==> src/rtl/mips_pkg.sv <==
// Shared MIPS pipeline definitions: ALU op codes and the mult/div timer state type.
package mips_pkg;

  localparam logic [3:0] ALU_ADD = 4'b0000;
  localparam logic [3:0] ALU_SUB = 4'b0001;
  localparam logic [3:0] ALU_AND = 4'b0010;
  localparam logic [3:0] ALU_OR  = 4'b0011;
  localparam logic [3:0] ALU_XOR = 4'b0100;
  localparam logic [3:0] ALU_SLT = 4'b0101;
  localparam logic [3:0] ALU_MUL = 4'b0110;
  localparam logic [3:0] ALU_DIV = 4'b0111;
  localparam logic [3:0] ALU_BEQ = 4'b1000;
  localparam logic [3:0] ALU_BNE = 4'b1001;

  typedef enum logic {ST_IDLE, ST_BUSY} state_t;

  function automatic int max_int(input int a, input int b);
    return (a > b) ? a : b;
  endfunction

endpackage

==> src/rtl/muldiv_timer.sv <==
// Mult/div occupancy timer: holds EX for LAT unstalled cycles, flags the final one.
module muldiv_timer
  import mips_pkg::*;
#(
  parameter int CNT_W = 6
) (
  input  logic             clk,
  input  logic             rst,
  input  logic             start,
  input  logic             hold,
  input  logic [CNT_W-1:0] lat,
  output logic             busy_stall,
  output logic             done
);

  state_t           state, state_nx;
  logic [CNT_W-1:0] cnt, cnt_nx;
  logic             last;

  assign last = (cnt == CNT_W'(1));

  always_ff @(posedge clk) begin
    if (rst) begin
      state <= ST_IDLE;
      cnt   <= '0;
    end else begin
      state <= state_nx;
      cnt   <= cnt_nx;
    end
  end

  // The first occupancy cycle is spent in IDLE; BUSY counts the remaining LAT-1.
  always_comb begin
    state_nx   = state;
    cnt_nx     = cnt;
    busy_stall = 1'b0;
    done       = 1'b0;
    unique case (state)
      ST_IDLE: begin
        if (start) begin
          if (lat > CNT_W'(1)) begin
            busy_stall = 1'b1;
            if (!hold) begin
              state_nx = ST_BUSY;
              cnt_nx   = lat - CNT_W'(1);
            end
          end else begin
            done = 1'b1;
          end
        end
      end
      ST_BUSY: begin
        if (last) done = 1'b1;
        else      busy_stall = 1'b1;
        if (!hold) begin
          cnt_nx = cnt - CNT_W'(1);
          if (last) state_nx = ST_IDLE;
        end
      end
      default: state_nx = ST_IDLE;
    endcase
  end

endmodule

==> src/rtl/ex_mem_stage.sv <==
// EX/MEM pipeline register with HI/LO ownership and branch resolution.
// EXMEM_MULDIV_STALL_EN enables multi-cycle mult/div stalling; otherwise they complete in one cycle.
module ex_mem_stage
  import mips_pkg::*;
#(
  parameter int DATA_W  = 32,
  parameter int MUL_LAT = 4,
  parameter int DIV_LAT = 32
) (
  input  logic                  clk,
  input  logic                  rst,
  input  logic [2*DATA_W-1:0]   alu_out,
  input  logic                  alu_zero,
  input  logic [3:0]            alu_op,
  input  logic                  ex_valid,
  input  logic                  ex_div_by_zero,
  input  logic [DATA_W-1:0]     ex_rt_data,
  input  logic [4:0]            ex_wreg,
  input  logic                  ex_regwrite,
  input  logic                  ex_memread,
  input  logic                  ex_memwrite,
  input  logic                  ex_branch,
  input  logic                  ex_mfhi,
  input  logic                  ex_mflo,
  input  logic [DATA_W-1:0]     ex_branch_target,
  input  logic                  mem_stall,
  output logic                  ex_stall,
  output logic                  mem_valid,
  output logic                  mem_regwrite,
  output logic                  mem_memread,
  output logic                  mem_memwrite,
  output logic [DATA_W-1:0]     mem_result,
  output logic [DATA_W-1:0]     mem_store_data,
  output logic [4:0]            mem_wreg,
  output logic                  br_taken,
  output logic [DATA_W-1:0]     br_target,
  output logic                  flush,
  output logic [DATA_W-1:0]     hi_q,
  output logic [DATA_W-1:0]     lo_q
);

  localparam int MAX_LAT = max_int(MUL_LAT, DIV_LAT);
  localparam int CNT_W   = $clog2(MAX_LAT + 1);

  logic              is_div, muldiv_op, br_op, keep, muldiv_go;
  logic              busy_stall, done, advance, hilo_we;
  logic [CNT_W-1:0]  lat;
  logic [DATA_W-1:0] result;

  assign flush     = br_taken & ~mem_stall;
  assign is_div    = (alu_op == ALU_DIV);
  assign muldiv_op = (alu_op == ALU_MUL) | is_div;
  assign br_op     = (alu_op == ALU_BEQ) | (alu_op == ALU_BNE);
  // A flushed slot must neither write state nor launch a mult/div.
  assign keep      = ex_valid & ~flush;
  assign muldiv_go = keep & muldiv_op;
  assign lat       = is_div ? CNT_W'(DIV_LAT) : CNT_W'(MUL_LAT);

`ifdef EXMEM_MULDIV_STALL_EN
  muldiv_timer #(.CNT_W(CNT_W)) u_timer (
    .clk        (clk),
    .rst        (rst),
    .start      (muldiv_go),
    .hold       (mem_stall),
    .lat        (lat),
    .busy_stall (busy_stall),
    .done       (done)
  );
`else
  logic [CNT_W-1:0] unused_lat;
  assign unused_lat = lat;
  assign busy_stall = 1'b0;
  assign done       = 1'b1;
`endif

  assign ex_stall = mem_stall | busy_stall;
  assign advance  = ~ex_stall;
  assign hilo_we  = advance & muldiv_go & done & ~(is_div & ex_div_by_zero);

  always_comb begin
    result = alu_out[DATA_W-1:0];
    if (ex_mfhi)      result = hi_q;
    else if (ex_mflo) result = lo_q;
  end

  always_ff @(posedge clk) begin
    if (rst) begin
      mem_valid      <= 1'b0;
      mem_regwrite   <= 1'b0;
      mem_memread    <= 1'b0;
      mem_memwrite   <= 1'b0;
      mem_result     <= '0;
      mem_store_data <= '0;
      mem_wreg       <= '0;
      br_taken       <= 1'b0;
      br_target      <= '0;
      hi_q           <= '0;
      lo_q           <= '0;
    end else begin
      if (advance) begin
        mem_valid      <= keep;
        mem_regwrite   <= keep & ex_regwrite & ~muldiv_op;
        mem_memread    <= keep & ex_memread;
        mem_memwrite   <= keep & ex_memwrite;
        mem_result     <= result;
        mem_store_data <= ex_rt_data;
        mem_wreg       <= ex_wreg;
        br_taken       <= keep & ex_branch & alu_zero & br_op;
        br_target      <= ex_branch_target;
      end
      if (hilo_we) begin
        hi_q <= alu_out[2*DATA_W-1:DATA_W];
        lo_q <= alu_out[DATA_W-1:0];
      end
    end
  end

endmodule

==> config.mk <==
export PLATFORM = sky130hd
export DESIGN_NAME = ex_mem_stage
export DESIGN_NICKNAME = d
export VERILOG_FILES = /design/src/rtl/mips_pkg.sv /design/src/rtl/muldiv_timer.sv /design/src/rtl/ex_mem_stage.sv
export SDC_FILE = /design/constraint.sdc
export NUM_CORES = 1
export LEC_CHECK = 0
export CAP_MARGIN = 10
export CORE_MARGIN = 2
export CORE_UTILIZATION = 44
export CTS_BUF_LIST = sky130_fd_sc_hd__clkbuf_2 sky130_fd_sc_hd__clkbuf_4 sky130_fd_sc_hd__clkbuf_8
export DETAILED_ROUTE_END_ITERATION = 8
export GPL_ROUTABILITY_DRIVEN = 0
export PLACE_DENSITY = 0.93
export SLEW_MARGIN = 20
export SYNTH_ARGS = -nofsm -noshare
export SYNTH_HDL_FRONTEND = slang
export SYNTH_SLANG_ARGS = --single-unit
==> constraint.sdc <==
create_clock -name clk -period 1.7 [get_ports clk]
set_input_delay 0.34 -clock clk [delete_from_list [all_inputs] [get_ports clk]]
set_output_delay 0.34 -clock clk [all_outputs]
set_load 0.01 [all_outputs]
==> results of run 1 <==
==> final timing paths <==
kind | start | to | slack [ns] | cells past startpoint
worst max-delay path | mem_store_data[28] | mem_store_data[28] | 0.06 | 1
worst min-delay path | mem_stall | mem_valid | 0.31 | 4
worst max register to register | br_taken | hi_q[25] | 0.07 | 5
worst min register to register | mem_result[6] | mem_result[6] | 0.47 | 2
==> layout make-up <==
| class | instances | area share, % |
|---|---|---|
| sequential | 170 | 30.8 |
| timing repair buffer | 347 | 30.7 |
| multi-input combinational | 508 | 32.2 |
| antenna | 1 | 0.0226 |
| tap | 220 | 2.49 |
| clock inverter | 10 | 1.28 |
| clock buffer | 22 | 2.57 |
==> tightest hold or removal path, cell delays in order <==
cell	delay [ns]
buf_4	0.09
or3b_4	0.13
buf_4	0.10
a21oi_1	0.05
==> state kept, by name, summed over array words and instances, names as in the netlist <==
| name | flops |
|---|---|
| mem_valid | 1 |
| mem_regwrite | 1 |
| mem_result | 32 |
| mem_memread | 1 |
| mem_store_data | 32 |
| br_target | 32 |
| mem_memwrite | 1 |
| br_taken | 1 |
| mem_wreg | 5 |
| lo_q | 32 |
| hi_q | 32 |
==> Yosys cell counts, drive strengths merged <==
cell type,number
dfxtp,170
mux2i,133
nand2b,128
nor2,72
nor2b,65
clkbuf,35
nand2,34
a211oi,33
o32ai,32
buf,29
a21oi,2
a22oi,2
a32oi,1
nand3b,1
nand4b,1
nor3b,1
or2,1
or3,1
or3b,1
==> kinds of logic (layout without fill, tap and decap cells) <==
logic type / Yosys count / after routing
AO/OA/AOI/OAI: 70 / 70
flip-flops: 170 / 170
AND/OR/NAND/NOR: 305 / 305
multiplexers: 133 / 133
buffers and inverters: 64 / 379
other: 0 / 1
==> routing by layer <==
metal / up-vias / global-route usage (%)
li1: 3115 / -
met4: 4 / 11.8
met1: 3028 / 27.6
met5: - / 0
met2: 231 / 42.1
met3: 48 / 7.78
==> cell usage in the layout (no fill, tap or decap), types with 2 or more instances in the layout <==
cell / Yosys / routed
buf_12: 6 / 12
buf_6: 1 / 2
clkbuf_4: 0 / 3
dfxtp_1: 170 / 169
clkinvlp_4: 0 / 2
dlymetal6s2s_1: 0 / 15
buf_2: 19 / 2
buf_4: 1 / 15
a211oi_1: 32 / 32
o32ai_1: 32 / 32
nor2_1: 72 / 72
clkinv_4: 0 / 2
clkinv_2: 0 / 2
nand2b_1: 128 / 128
clkdlybuf4s50_1: 0 / 145
dlygate4sd2_1: 0 / 155
clkbuf_8: 0 / 19
a22oi_1: 2 / 2
nand2_1: 34 / 34
bufinv_16: 0 / 3
mux2i_1: 133 / 133
nor2b_1: 65 / 64
a21oi_1: 2 / 2
==> report_power, final <==
part           leakage (nW)  switching [mW]  total (mW)  internal [mW]
registers              1.39          0.0812        4.22           4.13
logic                  3.43           0.576        1.33          0.757
clock network         0.214            1.45        3.04           1.59
==> what timing repair did <==
action	4_1_cts	5_1_grt
pin swaps	0	1
buffers inserted	0	1
endpoints found under the setup margin	158	47
resized for setup	159	17
==> flow_metrics.tcl, run 1 <==
set metrics [dict create \
    htree_num_levels 4 \
    vias 6426 \
    crit_chain "clkdlybuf4s50_1" \
    synthTopCellsByArea "dfxtp_1, mux2i_1, nand2b_1" \
    period_minus_slack_ns 1.64 \
    met3_length_um 1730 \
    grt_pass1_vias 6441 \
    synth_nets 891 \
    drt-met1-wl_um 8890 \
    path_max_fanout 2 \
    finalClockSkew_ns 0.0135 \
    critPathLaunchType "flip-flop" \
    grt_max_degree 147 \
    clkTransAtPathRegs_ns 0.09 \
    utilization_pct 67.4 \
    yosysUniqueCellTypes 24 \
    ir_drop_v 0.000523 \
    rows 47 \
    whs_ns 0.306 \
    ios 321 \
    cts_made_buffers 17 \
    dp_hpwl_um 16000 \
    crit_family "buffers and inverters" \
    cp_num_buf_inv 1 \
    synth_xor_area_share_pct 0 \
    fillers 1315 \
    die_w_um 133 \
    grt-ovfl-total 0 \
    die_h_um 133 \
    firstDrtPassIters 4 \
    critical_path_class "reg2out" \
    route.met2.wl_um 10700 \
    dp_slack_ns -0.492 \
    synthMuxAreaShare_pct 18.2 \
    maxUsedRoutingLayer "met5" \
    insertion_delay_ns 0.45 \
    finalHoldViolations 0 \
    clockBufferDepth 2 \
    place_inst 1244 \
    hp-class "in2reg" \
    setup_violations 0 \
    power_mw 8.58 \
    synthCells 742 \
    placed_area_um2 10800 \
    start_util_pct 44.7 \
    min_period_over_period_pct 96.4 \
    cts_tree "built" \
    p_leak_nw 5.04 \
    drcViolationCount 0 \
    die_area_um2 17700 \
    wire_per_inst_um 17.3 \
    synthAdderAreaFrac_pct 0 \
    grt_pass1_wl_um 34100 \
    power.density_nw_per_um2 776 \
    drt_iter0_drc 273 \
    slew_headroom_pct 65.8 \
    cp.arrival_ns 1.30 \
    grt_use_total_pct 24.5 \
    portBuffers 320 \
    tns_ns 0 \
    timing.fmax_mhz 610 \
    final_antenna_net_count 0 \
    fin_area_um2 11100 \
    cts_hold_buf 0 \
    max_cap_violations 0 \
    coreArea_um2 16400 \
    drive_above_1_share_pct 6.43 \
    fin_ws_ns 0.0604 \
    synth-seq-cells 170 \
    synth_top_family_by_area "simple AND/OR/NAND/NOR gates" \
    antenna_found_initial 3 \
    max_stage_delay_ns 0.53 \
    multi_input_comb_area_um2 3560 \
    final_cell_count_no_fill 1278 \
    cts.sinks 170 \
    cts.root.buffer_cell "clkbuf_8" \
    finalWirelength_um 22100 \
    cpMaxStageDelayCell "clkdlybuf4s50_1" \
    synth_top_area_share_pct 46.4 \
    yosys_warnings 0 \
    nets 1193 \
    drv_slew 0 \
    synth_largest_area_cell "dfxtp_1" \
    layout-area-overhead-vs-synth_pct 51.0 \
    rsz0062_at_grt "no" \
    synthSimpleGateAreaFrac_pct 22.6 \
    outcome "completed" \
    crit_required_ns 1.36 \
    ys_seq_area_share_pct 46.4 \
    end_kind "output port" \
    ff_latch_area_um2 3400 \
    worstMarginPinSlew_ns 0.513 \
    vias_per_cell 5.03 \
    synth_area_um2 7330 \
    synth.avg_cell_area_um2 9.87 \
    synth-compound-area-share_pct 7.74 \
]
(Power assumes the default switching activity.)
==> inputs of run 2 (changes only) <==
--- a/config.mk
+++ b/config.mk
@@ -12,7 +12,7 @@
 export DETAILED_ROUTE_END_ITERATION = 8
 export GPL_ROUTABILITY_DRIVEN = 0
 export PLACE_DENSITY = 0.93
-export SLEW_MARGIN = 20
+export REMOVE_ABC_BUFFERS = 1
 export SYNTH_ARGS = -nofsm -noshare
 export SYNTH_HDL_FRONTEND = slang
 export SYNTH_SLANG_ARGS = --single-unit
==> flow_metrics.tcl, run 2 (synthesis results as in run 1) <==
set metrics [dict create \
    wire_per_inst_um 17.3 \
    htree_num_levels 4 \
    drt_iter0_drc 212 \
    final_common_cell "dfxtp_1" \
    cts.sinks 170 \
    setup_violations 0 \
    grt_max_degree 99 \
    die_area_um2 17700 \
    end_kind "flip-flop" \
    cts_tree "built" \
    worstMarginPinSlew_ns 0.464 \
    rows 47 \
    holdPathEnd "mem_result[11]" \
    grt-ovfl-total 0 \
    ff_latch_area_um2 3400 \
    ios 321 \
    drcViolationCount 0 \
    whs_ns 0.194 \
    vias 6515 \
    cts_made_buffers 17 \
    max_cap_violations 0 \
    r2r_cells 6 \
    drv_slew 0 \
    placed_area_um2 10800 \
    grt_pass1_vias 6513 \
    cts.root.buffer_cell "clkbuf_8" \
    dp_hpwl_um 15900 \
    nets 1200 \
    firstDrtPassIters 4 \
    layout-area-overhead-vs-synth_pct 52.2 \
    portBuffers 320 \
    power_mw 8.67 \
    clkTransAtPathRegs_ns 0.09 \
    path_max_fanout 7 \
    cp.arrival_ns 2.04 \
    power.density_nw_per_um2 777 \
    holdPathStages 2 \
    die_h_um 133 \
    ir_drop_v 0.000513 \
    finalWirelength_um 22200 \
    multi_input_comb_area_um2 3560 \
    hp-class "in2reg" \
    hold_start "rst" \
    drive_above_1_share_pct 6.77 \
    critPathLaunchType "input port" \
    insertion_delay_ns 0.44 \
    antenna_found_initial 2 \
    clockBufferDepth 2 \
    start_util_pct 44.7 \
    p_leak_nw 5.21 \
    period_minus_slack_ns 1.68 \
    final_antenna_net_count 0 \
    layout_common_cells "dfxtp_1, clkdlybuf4s50_1, dlygate4sd2_1" \
    coreArea_um2 16400 \
    vias_per_cell 5.07 \
    fillers 1274 \
    worstReg2RegStart "br_taken" \
    outcome "completed" \
    critical_path_class "in2reg" \
    r2r_end "lo_q[22]" \
    grt_pass1_wl_um 33800 \
    finalClockSkew_ns 0.0125 \
    fin_area_um2 11200 \
    slew_headroom_pct 69.1 \
    r2r_slack_ns 0.07 \
    die_w_um 133 \
    timing.fmax_mhz 596 \
    finalHoldViolations 0 \
    min_period_over_period_pct 98.7 \
    crit_required_ns 2.06 \
    grt_use_total_pct 24.0 \
]
-- run 2: changes by cell type in the layout (fill, tap and decap cells not counted), moves of 2 or more --
cell | before | now
dlygate4sd2_1 | 155 | 141
buf_12 | 12 | 10
buf_4 | 15 | 22
dlymetal6s2s_1 | 15 | 26
inv_6 | 1 | 5
clkdlybuf4s50_1 | 145 | 148
clkinvlp_4 | 2 | 0
clkbuf_4 | 3 | 0
-- run 2: repair_timing --
item | in CTS | in global routing
endpoints found under the setup margin | 142 | 43
gates cloned | 0 | 1
gates resized for setup | 142 | 28
pin swaps | 0 | 1
buffers inserted | 0 | 2
endpoints found under the hold margin | 0 | 0
hold buffers | 0 | 0
-- run 2: how the worst max path moves through the flow --
stage                      from     endpoint  slack (ns)
detailed placement     ex_valid     lo_q[22]       -0.48
global route           ex_valid     lo_q[22]      -0.003
global placement       ex_valid     hi_q[22]       -0.41
CTS                 mem_wreg[3]  mem_wreg[3]       0.001
floorplan              br_taken      hi_q[0]       -3.25
finish                 ex_valid     lo_q[22]        0.02
-- run 2: through the flow --
step | setup WS, ns | utilization, % | TNS, ns | std cells
floorplan | -3.25 | - | -208.04 | 678
global placement | -0.406 | 65.8 | -23.35 | 1249
detailed placement | -0.479 | 65.8 | -25.64 | 1249
CTS | 0.00136 | 67.3 | 0 | 1281
global route | -0.00250 | 68.0 | -0.00250 | 1285
finish | 0.0222 | 68.0 | 0 | 1285
-- run 2: report_power, final --
part / internal, mW / switching, mW
clock: 1.53 / 1.58
sequential: 4.13 / 0.0803
combinational: 0.767 / 0.578
total: 6.43 / 2.24
-- run 2: worst max-delay path, cell delays in order --
cell	delay, ns
clkdlybuf4s50_1	0.46
or3b_4	0.40
a211oi_4	0.17
buf_6	0.15
buf_12	0.14
buf_4	0.17
mux2i_1	0.20
-- run 2: layout make-up --
| type | instances | area share (%) |
|---|---|---|
| multi-input cells | 508 | 31.9 |
| repair buffers | 354 | 31.3 |
| flip-flops and latches | 170 | 30.5 |
| well taps | 220 | 2.47 |
| clock buffers | 18 | 2.22 |
| clock inverters | 14 | 1.63 |
| diodes | 1 | 0.0224 |
-- run 2: routing by layer --
layer	vias up	wire length [um]	global-route usage, %
met5	-	13	0
met4	2	794	9.74
met3	53	1820	7.82
met2	271	10900	42.3
met1	3053	8660	26.7
li1	3136	-	-
==> inputs of run 3 (changes only) <==
--- a/config.mk
+++ b/config.mk
@@ -5,9 +5,10 @@
 export SDC_FILE = /design/constraint.sdc
 export NUM_CORES = 1
 export LEC_CHECK = 0
+export ABC_AREA = 1
 export CAP_MARGIN = 10
 export CORE_MARGIN = 2
-export CORE_UTILIZATION = 44
+export CORE_UTILIZATION = 43
 export CTS_BUF_LIST = sky130_fd_sc_hd__clkbuf_2 sky130_fd_sc_hd__clkbuf_4 sky130_fd_sc_hd__clkbuf_8
 export DETAILED_ROUTE_END_ITERATION = 8
 export GPL_ROUTABILITY_DRIVEN = 0
==> flow_metrics.tcl, run 3 <==
set metrics [dict create \
    async_flop_share_pct 0 \
    synth_edf_count 0 \
    finalClockSkew_ns 0.0106 \
    die_h_um 131 \
    synth-compound-area-share_pct 12.3 \
    rows 46 \
    min_period_over_period_pct 92.8 \
    drt_iter0_drc 569 \
    clockBufferDepth 2 \
    ios 321 \
    crit_required_ns 1.36 \
    p_seq_share_pct 48.5 \
    cts_tree "built" \
    cp.arrival_ns 1.24 \
    grt_use_total_pct 26.8 \
    die_w_um 131 \
    synth-seq-cells 170 \
    synth_top_family_by_area "simple AND/OR/NAND/NOR gates" \
    synthCells 997 \
    timing.fmax_mhz 634 \
    cts.sinks 170 \
    clkTransAtPathRegs_ns 0.09 \
    slew_headroom_pct 70.7 \
    synth_most_common_cell "nor2_1" \
    drv_slew 0 \
    final_common_cell "nor2_1" \
    path_max_fanout 3 \
    p_leak_nw 5.50 \
    outcome "completed" \
    drcViolationCount 0 \
    finalHoldViolations 0 \
    start_util_pct 43.9 \
    layout_common_cells "nor2_1, dfxtp_1, clkdlybuf4s50_1" \
    utilization_pct 67.8 \
    synth_xor_area_share_pct 0 \
    synth_largest_area_cell "dfxtp_1" \
    power.share.clock_pct 34.7 \
    final_antenna_net_count 0 \
    grt_util_met2_pct 45.7 \
    hp-class "in2reg" \
    period_minus_slack_ns 1.58 \
    cts_made_buffers 17 \
    die_area_um2 17200 \
    end_kind "output port" \
    setup_violations 0 \
    layout-area-overhead-vs-synth_pct 54.6 \
    synthAdderAreaFrac_pct 0 \
    switching_share_pct 27.0 \
    use_met3_pct 10.1 \
    fin_ws_ns 0.122 \
    ir_drop_v 0.000575 \
    synth.avg_cell_area_um2 6.96 \
    diodes 0 \
    portBuffers 320 \
    coreArea_um2 15800 \
    post-cts-setup-buffers 0 \
    nets 1435 \
    top_usage_layer "met2" \
    synth_top_area_share_pct 49.0 \
    synth_ff_type "dfxtp_1" \
    dp_slack_ns -0.0429 \
    tns_ns 0 \
    grt_pass1_wl_um 36100 \
    grt_max_degree 71 \
    wire_per_inst_um 15.7 \
    synth_area_um2 6940 \
    power_frac_comb_pct 16.7 \
    grt_use_met1_pct 29.0 \
    vias 7630 \
    grt-ovfl-total 0 \
    rsz0062_at_grt "no" \
    drive_above_1_share_pct 4.93 \
    max_cap_violations 0 \
    finalWirelength_um 23700 \
    synthMuxAreaShare_pct 0 \
    switching_power_mw 2.38 \
    synthTopCellsByArea "dfxtp_1, nor2_1, nand2_1" \
    critPathLaunchType "flip-flop" \
    synth_commonest_cells "nor2_1, dfxtp_1, nand2_1" \
    power_mw 8.81 \
    antenna_found_initial 0 \
    grt_pass1_vias 7190 \
    worstMarginPinSlew_ns 0.440 \
    synthSimpleGateAreaFrac_pct 29.7 \
    yosysUniqueCellTypes 18 \
    whs_ns 0.417 \
    firstDrtPassIters 5 \
    htree_num_levels 4 \
    ys_seq_area_share_pct 49.0 \
    intPower_mw 6.43 \
    dp_hpwl_um 17000 \
    vias_per_cell 5.04 \
    insertion_delay_ns 0.44 \
    power.density_nw_per_um2 821 \
    yosys_warnings 0 \
    cts.root.buffer_cell "clkbuf_8" \
    critical_path_class "reg2out" \
]
## run 3: cell types whose count changed after synthesis, moves of 35 or more
cell | previous run | this run
a21oi_1 | 2 | 37
nor2_1 | 72 | 269
inv_1 | 0 | 70
nor2b_1 | 65 | 0
mux2i_1 | 133 | 0
nand3_1 | 0 | 98
o21ai_0 | 0 | 105
nand2_1 | 34 | 140
nand2b_1 | 128 | 0
## run 3: area by class of cell
class | instances | area, um2
Clock buffer | 18 | 241
Clock inverter | 14 | 185
Fill cell | 1279 | 5100
Inverter | 73 | 279
Multi-Input combinational cell | 681 | 2920
Sequential cell | 170 | 3400
Timing Repair Buffer | 343 | 3430
Tap cell | 216 | 270
## run 3: stage by stage
stage               cell area [um2]  cells
floorplan                      6590    924
global placement              10400   1483
detailed placement            10400   1483
CTS                           10600   1515
global route                  10700   1515
finish                        10700   1515
## run 3: final timing paths
| path | start | end | slack [ns] | depth (start not counted) |
|---|---|---|---|---|
| setup / recovery | br_taken | flush | 0.12 | 3 |
| hold / removal | mem_stall | br_taken | 0.42 | 4 |
| setup reg to reg | br_taken | hi_q[10] | 0.42 | 6 |
| hold reg to reg | mem_valid | mem_valid | 0.46 | 2 |
## run 3: critical path, cell delays in order, from the launching register on
cell and delay, ns:
dfxtp_1 0.36, inv_1 0.07, nor2_1 0.08, dlygate4sd2_1 0.29
## run 3: power by group through the flow
stage | registers (mW) | clock network [mW] | logic (mW)
floorplan | 4.46 | 0 | 0.480
global placement | 4.37 | 0 | 1.54
detailed placement | 4.37 | 0 | 1.57
CTS | 4.28 | 3.15 | 1.49
global route | 4.30 | 3.30 | 1.61
finish | 4.28 | 3.06 | 1.47
## run 3: logic make-up (layout without fill, tap and decap cells)
group	Yosys count	count (layout)
buffers and inverters	146	448
and+or+nand+nor	511	511
AOI/OAI and AO/OA	170	170
DFF	170	170
## run 3: timing repair
| item | 4_1_cts | 5_1_grt |
|---|---|---|
| hold buffers | 0 | 0 |
| endpoints found under the setup margin | 137 | 34 |
| resized for setup | 138 | 34 |
## run 3: per-layer routing
metal / wire length (um) / share of wire [%]
met1: 8520 / 36
met2: 11500 / 49
met3: 2660 / 11
met5: 0 / 0
met4: 987 / 4.2
